File: src/rtl/fc_pkg.sv
// fc_pkg: shared FSM encoding, address width and accumulator sizing for the FC MAC sequencer.
package fc_pkg;
  localparam logic [1:0] S_IDLE = 2'd0, S_MAC = 2'd1, S_OUT = 2'd2;
  localparam int AW = 5;
  function automatic int clog2(input int n);
    int r;
    r = 0;
    while ((1 << r) < n) r++;
    return r;
  endfunction
  function automatic int acc_width(input int bw, input int n);
    return 2 * bw + clog2(n);
  endfunction
endpackage

File: src/rtl/fc_mac_unit.sv
// fc_mac_unit: signed multiply, sign-extend and accumulate with clear and enable.
module fc_mac_unit #(
  parameter int BITWIDTH = 8,
  parameter int ACC_W = 19
) (
  input  logic                       clk_i,
  input  logic                       reset_n,
  input  logic                       clr_i,
  input  logic                       en_i,
  input  logic signed [BITWIDTH-1:0] a_i,
  input  logic signed [BITWIDTH-1:0] b_i,
  output logic signed [ACC_W-1:0]    acc_o
);
  logic signed [2*BITWIDTH-1:0] prod;
  assign prod = a_i * b_i;
  always_ff @(posedge clk_i or negedge reset_n)
    if (!reset_n) acc_o <= '0;
    else acc_o <= clr_i ? '0 : en_i ? acc_o + ACC_W'(prod) : acc_o;
endmodule

File: src/rtl/fc_mac_sequencer.sv
// fc_mac_sequencer: fetches activations from the register file, MACs streamed weights per neuron,
// and streams one result per neuron; define FC_RELU_EN to clamp negative results to zero.
module fc_mac_sequencer
  import fc_pkg::*;
#(
  parameter int BITWIDTH = 8,
  parameter int INPUT_SIZE = 7,
  parameter int OUTPUT_SIZE = 5,
  parameter int ACT_BASE = 0,
  localparam int ACC_W = acc_width(BITWIDTH, INPUT_SIZE)
) (
  input  logic                       clk_i,
  input  logic                       reset_n,
  input  logic                       start_i,
  output logic                       busy_o,
  output logic                       done_o,
  output logic [AW-1:0]              rd_addr_o,
  input  logic signed [BITWIDTH-1:0] rd_data_i,
  input  logic                       w_valid_i,
  input  logic signed [BITWIDTH-1:0] w_data_i,
  output logic                       w_ready_o,
  output logic                       y_valid_o,
  input  logic                       y_ready_i,
  output logic signed [ACC_W-1:0]    y_data_o,
  output logic [AW-1:0]              y_idx_o
);
  logic [1:0] state;
  logic [AW-1:0] o, i;
  logic signed [ACC_W-1:0] acc;
  logic go, w_hs, y_hs, last_i, last_o;
  assign go = state == S_IDLE && start_i;
  assign w_hs = state == S_MAC && w_valid_i;
  assign y_hs = state == S_OUT && y_ready_i;
  assign last_i = i == AW'(INPUT_SIZE - 1);
  assign last_o = o == AW'(OUTPUT_SIZE - 1);
  fc_mac_unit #(.BITWIDTH(BITWIDTH), .ACC_W(ACC_W)) u_mac (
    .clk_i(clk_i),
    .reset_n(reset_n),
    .clr_i(go || (y_hs && !last_o)),
    .en_i(w_hs),
    .a_i(rd_data_i),
    .b_i(w_data_i),
    .acc_o(acc)
  );
  always_ff @(posedge clk_i or negedge reset_n)
    if (!reset_n) begin
      state <= S_IDLE;
      o <= '0;
      i <= '0;
      done_o <= 1'b0;
    end else begin
      done_o <= y_hs && last_o;
      if (go) begin
        state <= S_MAC;
        o <= '0;
        i <= '0;
      end else if (w_hs) begin
        state <= last_i ? S_OUT : S_MAC;
        i <= last_i ? '0 : i + 1'b1;
      end else if (y_hs) begin
        state <= last_o ? S_IDLE : S_MAC;
        o <= last_o ? '0 : o + 1'b1;
      end
    end
  assign busy_o = state != S_IDLE;
  assign w_ready_o = state == S_MAC;
  assign y_valid_o = state == S_OUT;
  assign rd_addr_o = w_ready_o ? AW'(ACT_BASE) + i : AW'(ACT_BASE);
  assign y_idx_o = y_valid_o ? o : '0;
`ifdef FC_RELU_EN
  assign y_data_o = (y_valid_o && !acc[ACC_W-1]) ? acc : '0;
`else
  assign y_data_o = y_valid_o ? acc : '0;
`endif
endmodule

File: config.mk
export PLATFORM = sky130hd
export DESIGN_NAME = fc_mac_sequencer
export DESIGN_NICKNAME = d
export VERILOG_FILES = /design/src/rtl/fc_pkg.sv /design/src/rtl/fc_mac_unit.sv /design/src/rtl/fc_mac_sequencer.sv
export SDC_FILE = /design/constraint.sdc
export NUM_CORES = 1
export LEC_CHECK = 0
export ABC_AREA = 1
export CORE_ASPECT_RATIO = 0.5
export CORE_MARGIN = 1.5
export CORE_UTILIZATION = 32
export DETAILED_ROUTE_END_ITERATION = 16
export DONT_BUFFER_PORTS = 1
export PLACE_DENSITY = 0.47
export SLEW_MARGIN = 20
export SYNTH_ARGS = -nofsm -noshare
export SYNTH_HDL_FRONTEND = slang
export SYNTH_SLANG_ARGS = --single-unit
File: constraint.sdc
create_clock -name clk_i -period 2.8 [get_ports clk_i]
set_clock_uncertainty 0.2 [all_clocks]
set_input_delay 0.28 -clock clk_i [delete_from_list [all_inputs] [get_ports clk_i]]
set_output_delay 0.28 -clock clk_i [all_outputs]
set_load 0.02 [all_outputs]
==> results.txt <==
Syn avg cell area = 6.95 um^2
Pin count of the biggest net entering global routing = 33
Post-DR vias/cell = 4.45
Critical path class = primary input to flop
Sink Count = 32
Share of post-route cells with drive strength above 1 = 0.329
Die Wd = 185 um
Post-route ant nets = 0
Drt total wl = 14400 um
I/O pin count = 54
Distinct cells, synth = 39
Fin. max-slew vios = 0
Initial Util = 0.326
Final hold slack = 0.159 ns
Post-synth top area cell = fa_1
Via count = 4752
NumNets Final = 968
Synth warnings = 0
Number of maximum-capacitance violations = 0
Drt drc = 0
Fillers = 1633
Hpwl dp = 11400 um
Gr busiest metal = met2
Critical path startpoint category = primary input
RSZ-0062 raised after global routing = yes
FP Rows = 33
Number of flops mapped to enable cells by yosys = 0
FF+latch area = 801 um^2
Later-pin clock latency in the skew report = 0.28 ns
CTS tree = done
CORE AREA = 0.0163 mm^2
Die area = 0.0174 mm^2
Post-synth ARST share = 1.00
Global-route wire length before repair = 24400 um
N_diodes = 0
WL/cell = 13.5 um
Status = finished, violations left
Post-synth top cells = 199 x inv_1, 156 x nand2_1, 67 x nor2_1
Most instantiated library cell after synthesis = inv_1
Synthesized area = 0.00532 mm^2
Initial antenna violation count = 0
Hold Path Class = primary input to flop
Period utilization = 1.75
Syn Nets = 893
GP Congestion = 0.854
Failing checks = negative setup slack
Share of the synthesized area in the top cell type = 0.211
Data arrival, critical path = 4.86 ns
DR iter-0 viols = 165
Main flop type after synthesis = dfrtp_1
Grt met3 use = 0.0229
Hold Vio Cnt, Final = 0
DRT Pass-1 Iters = 5
Req. time, crit path = 2.77 ns
Setup violators final = 15
Synth area leaders = fa_1 21%, dfrtp_1 15%, inv_1 14%, ha_1 12%, nand2_1 11%
Multi-input logic area = 0.00458 mm^2
Mapped Cells = 765
# port buffers = 0
Slew margin rel. = 0.451
TritonCTS Buffers = 5
Clock buffer depth = 2
Vias in the first global route = 4868
GRT Residual Overflow = 0
CTS root buffer = clkbuf_16
Area growth syn-to-layout = 38.3%
Met2 Use GR = 0.284
Crit path max fanout = 5
Die height = 94.1 um
Clock period minus worst slack = 4.90 ns
Worst-Margin Slew = 0.823 ns
Crit end category = flop
Clk slew on worst S/H paths = 0.06 ns
Total Routing Usage GR = 0.177
Final worst slack = -2.10 ns
GR Util met1 = 0.256
H-Tree Depth = 2
Register area share after synthesis = 0.151
Fmax achieved = 204 MHz
Flops & latches, synth = 32
flip-flops by register name, summed over array words and instances, names as in the netlist:
register     cells
done_o           1
i                5
o                5
state            2
u_mac.acc_o     19
logic make-up (layout without fill, tap and decap cells):
kind of cell    count (synthesis)  after routing  share of synthesized area
simple gates                  278            278                      0.221
buf+inv                       230            305                      0.165
fa+ha+maj                     107            107                      0.331
compound gates                107            107                      0.115
flops                          32             32                      0.151
xor+xnor                       11             11                     0.0181
critical path, cell delays in order:
cell,delay (ns)
clkinvlp_4,0.08
buf_12,0.15
nor2_4,0.10
fa_1,0.46
fa_1,0.50
fa_1,0.52
inv_1,0.05
fa_1,0.51
inv_2,0.05
ha_4,0.27
nand2_1,0.11
o21bai_1,0.18
xor2_1,0.31
ha_1,0.34
a21oi_2,0.19
a21boi_4,0.22
nand2_1,0.07
nand2_1,0.08
nand2_1,0.06
nor2_2,0.12
nand3_1,0.09
nand3_1,0.09
nand2_1,0.06
path summary, 6_finish.rpt:
check	start	to	slack [ns]	cells past startpoint
worst max-delay path	w_data_i[7]	u_mac.acc_o[18]	-2.10	23
worst min register to register	i[4]	i[4]	0.29	1
min in group asynchronous	reset_n	i[1]	0.28	2
worst min-delay path	start_i	i[4]	0.16	3
max in group asynchronous	reset_n	o[2]	1.94	2
worst max register to register	u_mac.acc_o[0]	u_mac.acc_o[16]	0.45	11
layout make-up:
type | count | area share
Clock buffer | 7 | 0.0208
Inverter | 211 | 0.109
Multi-Input combinational cell | 503 | 0.623
Sequential cell | 32 | 0.109
Tap cell | 227 | 0.0386
Timing Repair Buffer | 87 | 0.0996
metrics by stage:
stage / std cells / area (um^2) / TNS (ns) / util / setup WS, ns
floorplan: 765 / 5870 / -24.76 / - / -2.20
global placement: 1041 / 6430 / -30.16 / 0.394 / -2.61
detailed placement: 1041 / 6430 / -29.61 / 0.394 / -2.57
CTS: 1065 / 7110 / -24.95 / 0.436 / -2.13
global route: 1067 / 7350 / -27.50 / 0.451 / -2.36
finish: 1067 / 7350 / -24.51 / 0.451 / -2.10
timing repair:
item	CTS	global route
hold buffers	3	0
pin swaps	79	64
buffers inserted	14	3
hold endpoints to repair	33	0
gates resized for setup	79	55
endpoints found under the setup margin	15	15
layer usage:
| metal | vias to the layer above | wire, um |
|---|---|---|
| met2 | 77 | 6430 |
| met5 | - | 0 |
| li1 | 2445 | - |
| met4 | 0 | 130 |
| met3 | 11 | 494 |
| met1 | 2219 | 7360 |
placed cells by master (no fill, tap or decap), types with 3 or more instances in the layout:
cell type / instances
nor2_4: 15
nor3_1: 3
o21ai_2: 10
o21ai_0: 9
nor2_2: 7
nand2_1: 127
buf_4: 70
nand3_2: 11
nand2_2: 20
fa_1: 51
nand4_1: 6
a21oi_1: 24
clkbuf_16: 5
fa_2: 5
buf_6: 13
nor2_1: 50
nand3_1: 19
ha_4: 25
dfrtp_1: 32
inv_2: 29
o22ai_1: 4
nand2_4: 14
inv_4: 3
o22ai_2: 4
inv_1: 177
a21oi_2: 18
ha_1: 25
o21ai_1: 22
a21oi_4: 5
xor2_1: 4
Power is not shown: default switching activity piles up to over one toggle a cycle in this logic, so the estimate is an artifact.
